$ cat config.mk
export PLATFORM = sky130hd
export DESIGN_NAME = pito_prog_loader
export DESIGN_NICKNAME = d
export VERILOG_FILES = /design/src/rtl/pito_pkg.sv /design/src/rtl/pito_byte_packer.sv /design/src/rtl/pito_prog_loader.sv
export SDC_FILE = /design/constraint.sdc
export NUM_CORES = 1
export LEC_CHECK = 0
export ABC_AREA = 1
export BUFFER_PORTS_ARGS = -buffer_cell sky130_fd_sc_hd__buf_2
export CORE_MARGIN = 4
export CORE_UTILIZATION = 60
export CTS_BUF_LIST = sky130_fd_sc_hd__clkbuf_4 sky130_fd_sc_hd__clkbuf_8
export DETAILED_ROUTE_END_ITERATION = 8
export PLACE_DENSITY = 0.84
export SYNTH_ARGS = -nofsm -noshare
export SYNTH_HDL_FRONTEND = slang
export SYNTH_SLANG_ARGS = --single-unit
$ cat constraint.sdc
create_clock -name clk -period 2.1 [get_ports clk]
set_input_delay 0.21 -clock clk [delete_from_list [all_inputs] [get_ports clk]]
set_output_delay 0.21 -clock clk [all_outputs]
set_load 0.01 [all_outputs]
$ cat src/rtl/pito_pkg.sv
`default_nettype none
// ============================================================================
// Module : pito_pkg
// Brief  : Shared types and constants for the pito program loader.
//          - loader_cmd_e   : command byte encodings that follow MAGIC
//          - loader_state_e : packet-parser FSM states
//          - LOADER_MAGIC   : packet start byte
// Rev    : 1.0  initial release
// ============================================================================
package pito_pkg;

  // Packet start byte. Only recognised while the parser is idle; inside a
  // packet the same value is ordinary payload.
  localparam logic [7:0] LOADER_MAGIC = 8'hA5;

  // Bytes per memory word on the imem/dmem write ports.
  localparam int unsigned LOADER_WORD_BYTES = 4;

  typedef enum logic [7:0] {
    CMD_IMEM = 8'h01,
    CMD_DMEM = 8'h02,
    CMD_RUN  = 8'h03
  } loader_cmd_e;

  typedef enum logic [2:0] {
    ST_IDLE  = 3'd0,
    ST_CMD   = 3'd1,
    ST_ADDR  = 3'd2,
    ST_LEN   = 3'd3,
    ST_DATA  = 3'd4,
    ST_WRITE = 3'd5,
    ST_CSUM  = 3'd6
  } loader_state_e;

endpackage : pito_pkg
`default_nettype wire

$ cat src/rtl/pito_byte_packer.sv
`default_nettype none
// ============================================================================
// Module : pito_byte_packer
// Brief  : Assembles four little-endian bytes into a 32-bit word. The first
//          byte lands in bits [7:0]. word_valid_o is a combinational pulse
//          coincident with the fourth byte, and word_o already includes that
//          byte, so the caller can capture the full word on the same edge
//          that accepts the last byte.
// Ports  : clk, rst        - clock, synchronous active-high reset
//          clr_i           - restart assembly at byte 0
//          byte_i          - incoming byte
//          byte_valid_i    - byte_i is consumed this cycle
//          word_o          - assembled word (valid when word_valid_o=1)
//          word_valid_o    - fourth byte of a word is being consumed
// Rev    : 1.0  initial release
// ============================================================================
module pito_byte_packer (
  input  logic        clk,
  input  logic        rst,
  input  logic        clr_i,
  input  logic [7:0]  byte_i,
  input  logic        byte_valid_i,
  output logic [31:0] word_o,
  output logic        word_valid_o
);

  // Holds the three earlier bytes of the word; newest byte enters at the top
  // and earlier ones slide down toward bit 0.
  logic [23:0] shift_q;
  logic [1:0]  cnt_q;

  assign word_o       = {byte_i, shift_q};
  assign word_valid_o = byte_valid_i && (cnt_q == 2'd3);

  always_ff @(posedge clk) begin
    if (rst || clr_i) begin
      shift_q <= 24'd0;
      cnt_q   <= 2'd0;
    end else if (byte_valid_i) begin
      shift_q <= {byte_i, shift_q[23:8]};
      cnt_q   <= cnt_q + 2'd1;  // wraps to 0 after the fourth byte
    end
  end

endmodule : pito_byte_packer
`default_nettype wire

$ cat src/rtl/pito_prog_loader.sv
`default_nettype none
// ============================================================================
// Module : pito_prog_loader
// Brief  : Byte-stream programming front-end for rv32_core. Parses packets
//            MAGIC CMD ADDR[4 LE] LEN[2 LE] {LEN words, 4 bytes LE} CSUM
//          or the short form MAGIC RUN, writes words into imem/dmem and
//          holds the core in reset / programming mode until RUN.
//          CSUM is the XOR of every byte after MAGIC up to the last data
//          byte.
// Ports  : clk, rst                 - clock, synchronous active-high reset
//          rx_data/rx_valid/rx_ready- byte stream in (ready/valid)
//          pito_io_program          - core in programming mode
//          core_rst                 - reset request to core
//          pito_io_imem_w_en/_addr  - imem write strobe / word address
//          pito_io_dmem_w_en/_addr  - dmem write strobe / word address
//          pito_io_mem_wdata        - write data shared by both memories
//          busy                     - packet in progress
//          done                     - one-cycle pulse after a good packet/RUN
//          err                      - sticky error, cleared by next MAGIC
// Rev    : 1.0  initial release
// ============================================================================
module pito_prog_loader
  import pito_pkg::*;
#(
  parameter int unsigned ADDR_W = 32,
  parameter int unsigned DATA_W = 32,
  parameter logic [7:0]  MAGIC  = LOADER_MAGIC
) (
  input  logic              clk,
  input  logic              rst,
  input  logic [7:0]        rx_data,
  input  logic              rx_valid,
  output logic              rx_ready,
  output logic              pito_io_program,
  output logic              core_rst,
  output logic              pito_io_imem_w_en,
  output logic              pito_io_dmem_w_en,
  output logic [ADDR_W-1:0] pito_io_imem_addr,
  output logic [ADDR_W-1:0] pito_io_dmem_addr,
  output logic [DATA_W-1:0] pito_io_mem_wdata,
  output logic              busy,
  output logic              done,
  output logic              err
);

  loader_state_e     state_q,     state_d;
  logic              sel_dmem_q,  sel_dmem_d;   // target memory of this packet
  logic [ADDR_W-1:0] cur_addr_q,  cur_addr_d;   // next word address to write
  logic [15:0]       count_q,     count_d;      // words still to write
  logic              len_hi_q,    len_hi_d;     // second LEN byte expected
  logic [7:0]        csum_q,      csum_d;
  logic [ADDR_W-1:0] imem_addr_q, imem_addr_d;
  logic [ADDR_W-1:0] dmem_addr_q, dmem_addr_d;
  logic [DATA_W-1:0] wdata_q,     wdata_d;
  logic              done_q,      done_d;
  logic              err_q,       err_d;
  logic              core_rst_q,  core_rst_d;
  logic              program_q,   program_d;

  logic              w_accept;
  logic              w_pk_clr;
  logic              w_pk_valid;
  logic [31:0]       w_pk_word;
  logic              w_pk_word_valid;

  assign w_accept = rx_valid && rx_ready;

  // Shared between the ADDR field and each DATA word; both are whole
  // multiples of four bytes, so the packer is back at byte 0 between them.
  pito_byte_packer u_packer (
    .clk          (clk),
    .rst          (rst),
    .clr_i        (w_pk_clr),
    .byte_i       (rx_data),
    .byte_valid_i (w_pk_valid),
    .word_o       (w_pk_word),
    .word_valid_o (w_pk_word_valid)
  );

  always_comb begin
    state_d     = state_q;
    sel_dmem_d  = sel_dmem_q;
    cur_addr_d  = cur_addr_q;
    count_d     = count_q;
    len_hi_d    = len_hi_q;
    csum_d      = csum_q;
    imem_addr_d = imem_addr_q;
    dmem_addr_d = dmem_addr_q;
    wdata_d     = wdata_q;
    done_d      = 1'b0;
    err_d       = err_q;
    core_rst_d  = core_rst_q;
    program_d   = program_q;
    w_pk_clr    = 1'b0;
    w_pk_valid  = 1'b0;

    unique case (state_q)
      ST_IDLE: begin
        // Anything other than MAGIC is line noise and silently dropped.
        if (w_accept && (rx_data == MAGIC)) begin
          state_d  = ST_CMD;
          err_d    = 1'b0;
          csum_d   = 8'd0;
          w_pk_clr = 1'b1;
        end
      end

      ST_CMD: begin
        if (w_accept) begin
          csum_d = csum_q ^ rx_data;
          case (rx_data)
            CMD_IMEM, CMD_DMEM: begin
              sel_dmem_d = (rx_data == CMD_DMEM);
              program_d  = 1'b1;
              core_rst_d = 1'b1;
              state_d    = ST_ADDR;
            end
            CMD_RUN: begin
              program_d  = 1'b0;
              core_rst_d = 1'b0;
              done_d     = 1'b1;
              state_d    = ST_IDLE;
            end
            default: begin
              err_d   = 1'b1;
              state_d = ST_IDLE;
            end
          endcase
        end
      end

      ST_ADDR: begin
        if (w_accept) begin
          csum_d     = csum_q ^ rx_data;
          w_pk_valid = 1'b1;
          if (w_pk_word_valid) begin
            cur_addr_d = ADDR_W'(w_pk_word);
            len_hi_d   = 1'b0;
            state_d    = ST_LEN;
          end
        end
      end

      ST_LEN: begin
        if (w_accept) begin
          csum_d = csum_q ^ rx_data;
          if (!len_hi_q) begin
            count_d[7:0] = rx_data;
            len_hi_d     = 1'b1;
          end else begin
            count_d[15:8] = rx_data;
            state_d = ({rx_data, count_q[7:0]} == 16'd0) ? ST_CSUM : ST_DATA;
          end
        end
      end

      ST_DATA: begin
        if (w_accept) begin
          csum_d     = csum_q ^ rx_data;
          w_pk_valid = 1'b1;
          // Stage address/data now so they are stable for the whole WRITE
          // cycle and the unselected memory's address is left untouched.
          if (w_pk_word_valid) begin
            wdata_d = DATA_W'(w_pk_word);
            if (sel_dmem_q) begin
              dmem_addr_d = cur_addr_q;
            end else begin
              imem_addr_d = cur_addr_q;
            end
            state_d = ST_WRITE;
          end
        end
      end

      ST_WRITE: begin
        cur_addr_d = cur_addr_q + ADDR_W'(1);  // wraps modulo 2^ADDR_W
        count_d    = count_q - 16'd1;
        state_d    = (count_q == 16'd1) ? ST_CSUM : ST_DATA;
      end

      ST_CSUM: begin
        if (w_accept) begin
          state_d = ST_IDLE;
          // Words already written stay written on a mismatch.
          if (rx_data == csum_q) begin
            done_d = 1'b1;
          end else begin
            err_d = 1'b1;
          end
        end
      end

      default: begin
        state_d = ST_IDLE;
      end
    endcase
  end

  always_ff @(posedge clk) begin
    if (rst) begin
      state_q     <= ST_IDLE;
      sel_dmem_q  <= 1'b0;
      cur_addr_q  <= '0;
      count_q     <= 16'd0;
      len_hi_q    <= 1'b0;
      csum_q      <= 8'd0;
      imem_addr_q <= '0;
      dmem_addr_q <= '0;
      wdata_q     <= '0;
      done_q      <= 1'b0;
      err_q       <= 1'b0;
      core_rst_q  <= 1'b1;
      program_q   <= 1'b1;
    end else begin
      state_q     <= state_d;
      sel_dmem_q  <= sel_dmem_d;
      cur_addr_q  <= cur_addr_d;
      count_q     <= count_d;
      len_hi_q    <= len_hi_d;
      csum_q      <= csum_d;
      imem_addr_q <= imem_addr_d;
      dmem_addr_q <= dmem_addr_d;
      wdata_q     <= wdata_d;
      done_q      <= done_d;
      err_q       <= err_d;
      core_rst_q  <= core_rst_d;
      program_q   <= program_d;
    end
  end

  // WRITE is the only state that does not take a byte; it is the single
  // cycle in which the selected memory sees its strobe.
  assign rx_ready          = (state_q != ST_WRITE);
  assign busy              = (state_q != ST_IDLE);
  assign pito_io_imem_w_en = (state_q == ST_WRITE) && !sel_dmem_q;
  assign pito_io_dmem_w_en = (state_q == ST_WRITE) &&  sel_dmem_q;
  assign pito_io_imem_addr = imem_addr_q;
  assign pito_io_dmem_addr = dmem_addr_q;
  assign pito_io_mem_wdata = wdata_q;
  assign done              = done_q;
  assign err               = err_q;
  assign core_rst          = core_rst_q;
  assign pito_io_program   = program_q;

endmodule : pito_prog_loader
`default_nettype wire

==> results of run 1 <==
## cell families after synthesis
family	synth area share (%)
DFF	42.5
and+or+nand+nor	29.7
AOI/OAI and AO/OA	17.9
buffers and inverters	7.81
xor gates and xnor gates	1.40
adders and majority gates	0.713
## sequential cells by signal, indices dropped and copies added (netlist names)
signal             flops
cur_addr_q            32
pito_io_dmem_addr     32
pito_io_imem_addr     32
pito_io_mem_wdata     32
u_packer.shift_q      24
count_q               16
csum_q                 8
state_q                3
u_packer.cnt_q         2
done                   1
err                    1
len_hi_q               1
pito_io_program        1
sel_dmem_q             1
## stage by stage
step | worst slack [ns] | power, W | instance area (um2) | TNS (ns)
final | 0.00658 | 0.00776 | 9880 | 0
after CTS | 0.00615 | 0.00775 | 9870 | 0
after global placement | -0.174 | 0.00521 | 9420 | -5.01
after floorplan | 0.397 | 0.00492 | 8770 | 0
after detailed placement | -0.249 | 0.00523 | 9420 | -6.78
after global routing | -0.186 | 0.00814 | 9880 | -6.77
## critical path: stages, from the launching register on
cell,delay [ns]
dfxtp_2,0.39
inv_2,0.08
nand2_1,0.08
nor2_2,0.15
nand3_4,0.12
nor2_4,0.75
inv_6,0.16
nor2_1,0.17
nor2_1,0.07
## cell type report
type / count / area (um2) / share of cell area (%)
Inverter: 81 / 319 / 3.23
Multi-Input combinational cell: 941 / 4370 / 44.3
Clock buffer: 20 / 263 / 2.66
Sequential cell: 186 / 3730 / 37.7
Timing Repair Buffer: 138 / 817 / 8.27
Tap cell: 180 / 225 / 2.28
Clock inverter: 11 / 158 / 1.60
## power breakdown
part           switching, W  internal, W  total (W)
logic              0.000962     0.000467    0.00143
registers          0.000128      0.00365    0.00378
clock network       0.00130      0.00125    0.00255
## how the worst max path moves through the flow
stage                                               from                                 end  slack [ns]  cells after the start
after floorplan               cur_addr_q[1]$_SDFFE_PP0P_         cur_addr_q[22]$_SDFFE_PP0P_        0.40                     10
after global placement           state_q[1]$_SDFFE_PP0P_  pito_io_dmem_addr[30]$_SDFFE_PP0P_       -0.17                      8
after detailed placement         state_q[1]$_SDFFE_PP0P_   pito_io_dmem_addr[7]$_SDFFE_PP0P_       -0.25                      8
after CTS                 u_packer.cnt_q[0]$_SDFFE_PP0P_   pito_io_dmem_addr[7]$_SDFFE_PP0P_       0.006                      6
after global routing             state_q[1]$_SDFFE_PP0P_  pito_io_imem_addr[28]$_SDFFE_PP0P_       -0.19                      8
final                            state_q[1]$_SDFFE_PP0P_   pito_io_dmem_addr[7]$_SDFFE_PP0P_       0.007                      8
## layer usage
layer	vias to the layer above	track usage (%)	part of all wire (%)	wire [um]
met4	0	8.89	2.4	569
met3	53	5.06	9.3	2190
li1	4332	-	-	-
met5	-	0	0	0
met2	435	44.6	45	10700
met1	3996	39.2	43	10100
## placed cells by master, fill, tap and decap left out, types with 8 or more instances in the layout
cell type  instances
nand4_1            8
xor2_1             8
a21oi_1          146
nand3_1           63
o21ai_1           17
buf_4             18
buf_2            114
nand3b_1           8
o21ai_0          133
dfxtp_1          183
nand2_1          287
inv_1             73
clkbuf_8          18
nor2_1           214
## timing repair
action,CTS,global route
pin swaps,0,1
setup endpoints to repair,37,89
endpoints found under the hold margin,0,0
hold buffers,0,0
cloned,0,0
gates resized for setup,11,3
setup buffers,0,1
==> results.json, run 1 <==
{
  "routabilityCongestion": 0.926,
  "synth-edff-count": 0,
  "antennaDiodeCount": 0,
  "die_h_um": 129,
  "hp-class": "primary input to flip-flop",
  "clock_path_buffers": 2,
  "path_max_fanout": 48,
  "critPathArrivalTime_ns": 2.47,
  "finalSetupViolCount": 0,
  "row_count": 43,
  "grt_pass1_wl_mm": 38.0,
  "drive_above_1_share_pct": 15.2,
  "cts_root_buffer": "clkbuf_8",
  "clk_latency_ns": 0.47,
  "syn_nets": 1290,
  "synth.top_cell.area_share_pct": 42.5,
  "status": "finished, final reports clean",
  "ys_ff_latch": 186,
  "pin_count": 115,
  "hold_slack_ns": 0.0534,
  "start_kind": "flip-flop",
  "rr_startpoint": "state_q[1]$_SDFFE_PP0P_",
  "num_vias": 8816,
  "yosysSeqAreaShare_pct": 42.5,
  "viasPerCell": 5.66,
  "r2r_end": "pito_io_dmem_addr[7]$_SDFFE_PP0P_",
  "yosysMostFrequentCell": "nand2_1",
  "rsz0062_at_grt": "true",
  "synth_cell_types": 40,
  "ys_warn_count": 0,
  "synth_common_cells": "nand2_1, nor2_1, dfxtp_1",
  "drc": 0,
  "peakVddDrop_uv": 934,
  "core_mm2": 0.0141,
  "ys_async_sr_fraction_pct": 0,
  "drt_iter0_drc": 791,
  "final_antenna_net_count": 0,
  "routedWlPerCell_um": 15.1,
  "nets": 1381,
  "min_from": "rx_data[3]",
  "grt_max_degree": 59,
  "hpwl_mm": 16.6,
  "yosys-top-cells-area": "dfxtp_1, nand2_1, nor2_1",
  "synth_top_cell_by_area": "dfxtp_1",
  "routed_wirelength_mm": 23.5,
  "maxCapViolations": 0,
  "dpl.cell_count": 1525,
  "worst_hold_path.endpoint": "u_packer.shift_q[19]$_SDFFE_PP0P_",
  "finalClockSkew_ns": 0.0103,
  "syn_to_final_growth_pct": 12.7,
  "grt-ovfl-total": 0,
  "fp.dieW_um": 129,
  "synthFlopType": "dfxtp_1",
  "first_pass_iters": 7,
  "stdcell_count": 1557,
  "netlist_area_mm2": 0.00877,
  "synthCells": 1274,
  "numCtsBuffers": 17,
  "drv_slew": 0,
  "cts_tree": "done",
  "die_area_mm2": 0.0166,
  "cp-end-kind": "flip-flop",
  "start_util_pct": 62.2,
  "cp.required_ns": 2.47,
  "first_global_vias": 7739,
  "crit_type": "flip-flop to flip-flop",
  "cts.sinks": 186,
  "clock.fmax_mhz": 478,
  "fin_crit_sh_pct": 99.7,
  "track_usage_pct": 28.1,
  "period_needed_ns": 2.09,
  "hold_viol": 0,
  "io_buffer_count": 114,
  "antenna_found_initial": 0,
  "final_util_pct": 70.1,
  "h-tree-depth": 4,
  "cellLeakagePower_nw": 4.27,
  "clk_pin_slew_ns": 0.10,
  "pwr_density_cell_mw_per_mm2": 785,
  "reg2reg_depth": 8,
  "synth.avg_cell_area_um2": 6.88,
  "hold_path_depth": 3,
  "fillers": 1196,
  "slew_headroom_pct": 35.0,
  "r2r_slack_ns": 0.007,
  "tightest_slew_ns": 0.972
}
No activity file was read; power rests on OpenSTA's default activity.
==> inputs of run 2 (changes only) <==
--- a/config.mk
+++ b/config.mk
@@ -11,7 +11,8 @@
 export CORE_UTILIZATION = 60
 export CTS_BUF_LIST = sky130_fd_sc_hd__clkbuf_4 sky130_fd_sc_hd__clkbuf_8
 export DETAILED_ROUTE_END_ITERATION = 8
-export PLACE_DENSITY = 0.84
+export PLACE_DENSITY = 0.88
+export SKIP_CTS_REPAIR_TIMING = 1
 export SYNTH_ARGS = -nofsm -noshare
 export SYNTH_HDL_FRONTEND = slang
 export SYNTH_SLANG_ARGS = --single-unit
==> results.json, run 2 (synthesis gave the netlist of run 1 again) <==
{
  "status": "finished, final reports clean",
  "cp_slowest_cell": "dfxtp_4",
  "path_max_fanout": 26,
  "antennaDiodeCount": 0,
  "hp-class": "primary input to flip-flop",
  "routedWlPerCell_um": 15.0,
  "drv_slew": 0,
  "mostFrequentLayoutCells": "nand2_1, nor2_1, dfxtp_1, a21oi_1, o21ai_0",
  "viasPerCell": 5.65,
  "hold_viol": 0,
  "finalClockSkew_ns": 0.0134,
  "nets": 1385,
  "period_needed_ns": 2.01,
  "clk_latency_ns": 0.47,
  "drt_iter0_drc": 856,
  "cpPeakStageDelay_ns": 0.41,
  "cp-end-kind": "output port",
  "fp.dieW_um": 129,
  "antenna_found_initial": 0,
  "clk_pin_slew_ns": 0.10,
  "cts.sinks": 186,
  "layout_commonest_cell": "nand2_1",
  "grt_max_degree": 65,
  "row_count": 43,
  "finalSetupViolCount": 0,
  "tightest_slew_ns": 0.475,
  "slew_headroom_pct": 68.2,
  "crit_family": "buffers and inverters",
  "fin_crit_sh_pct": 95.7,
  "grt_pass1_wl_mm": 38.4,
  "crit_chain": "nand2_2 -> nor2_8 -> inv_2 -> buf_6 -> nor2_1 -> buf_2",
  "num_vias": 8832,
  "p_switching_w": 0.00241,
  "switching_share_pct": 31.2,
  "hpwl_mm": 16.6,
  "grt-ovfl-total": 0,
  "first_global_vias": 7899,
  "start_kind": "flip-flop",
  "first_pass_iters": 5,
  "pwr-share-clk_pct": 33.1,
  "peakVddDrop_uv": 860,
  "io_buffer_count": 114,
  "maxCapViolations": 0,
  "start_util_pct": 62.2,
  "fillers": 1151,
  "die_area_mm2": 0.0166,
  "combPwrFrac_pct": 17.9,
  "drive_above_1_share_pct": 15.4,
  "internal-power_w": 0.00532,
  "routabilityCongestion": 0.950,
  "drc": 0,
  "cp.required_ns": 1.89,
  "p_seq_share_pct": 49.0,
  "syn_to_final_growth_pct": 13.1,
  "numCtsBuffers": 17,
  "dpl-instance-area_mm2": 0.00944,
  "clock.fmax_mhz": 497,
  "h-tree-depth": 4,
  "track_usage_pct": 28.4,
  "cts_tree": "done",
  "routed_wirelength_mm": 23.5,
  "fin_total_pwr_w": 0.00772,
  "path_buf_inv": 3,
  "clock_path_buffers": 2,
  "final_antenna_net_count": 0,
  "die_h_um": 129,
  "cellLeakagePower_nw": 4.29,
  "pwr_density_cell_mw_per_mm2": 779,
  "crit_type": "flip-flop to output port",
  "cts_root_buffer": "clkbuf_8",
  "critPathArrivalTime_ns": 1.80,
  "pin_count": 115,
  "design_area_mm2": 0.00992,
  "core_mm2": 0.0141
}
## run 2: cell types whose count changed in the layout (fill, tap and decap cells not counted), sizes merged
cell,previous run,this run
buf,138,142
clkbuf,20,18
clkinv,3,5
clkinvlp,1,2
## run 2: final timing paths
path / start / slack, ns / cells past startpoint / to
worst max register to register: state_q[0]$_SDFFE_PP0P_ / 0.18 / 10 / state_q[0]$_SDFFE_PP0P_
worst max-delay path: state_q[2]$_SDFFE_PP0P_ / 0.09 / 6 / pito_io_imem_w_en
worst min register to register: pito_io_mem_wdata[2]$_SDFFE_PP0P_ / 0.47 / 2 / pito_io_mem_wdata[2]$_SDFFE_PP0P_
worst min-delay path: rx_data[3] / 0.04 / 3 / u_packer.shift_q[19]$_SDFFE_PP0P_
## run 2: final cells by class
class | count | area, um2 | share of cell area (%)
clock buffers | 18 | 241 | 2.44
repair buffers | 142 | 863 | 8.71
clock inverters | 14 | 189 | 1.91
flip-flops and latches | 186 | 3730 | 37.6
multi-input cells | 941 | 4360 | 44.0
well taps | 180 | 225 | 2.27
inverters | 81 | 304 | 3.07
## run 2: power groups by stage
stage	Sequential (W)	Clock (W)	Combinational, W
CTS	0.00377	0.00259	0.00136
finish	0.00378	0.00256	0.00138
global route	0.00380	0.00274	0.00155
floorplan	0.00383	0	0.00109
global placement	0.00385	0	0.00132
detailed placement	0.00385	0	0.00133
## run 2: per-layer routing
layer	track usage, %	wire, um	vias up
li1	-	-	4347
met3	6.19	2070	56
met5	0	0	-
met2	44.2	10600	412
met1	39.0	10100	4017
met4	10.3	671	0
## run 2: worst reg2reg max path, stage by stage, from the launching register on
cell and delay (ns):
dfxtp_4 0.39, inv_1 0.15, nand2_1 0.12, nor2_2 0.18
buf_4 0.33, nand3_1 0.13, nand2_1 0.11, nand3_2 0.15
nand2_1 0.10, nand2_1 0.07, nor2_1 0.14
## run 2: through the flow
| step | hold slack, ns | worst slack [ns] | setup TNS [ns] | instances | utilization, % |
|---|---|---|---|---|---|
| floorplan | 0.359 | 0.397 | 0 | 1274 | - |
| global placement | 0.449 | 0.227 | 0 | 1528 | 67.0 |
| detailed placement | 0.456 | 0.150 | 0 | 1528 | 67.0 |
| CTS | 0.0170 | -0.146 | -0.367 | 1560 | 70.0 |
| global route | 0.0345 | -0.00503 | -0.00778 | 1562 | 70.4 |
| finish | 0.0442 | 0.0895 | 0 | 1562 | 70.4 |
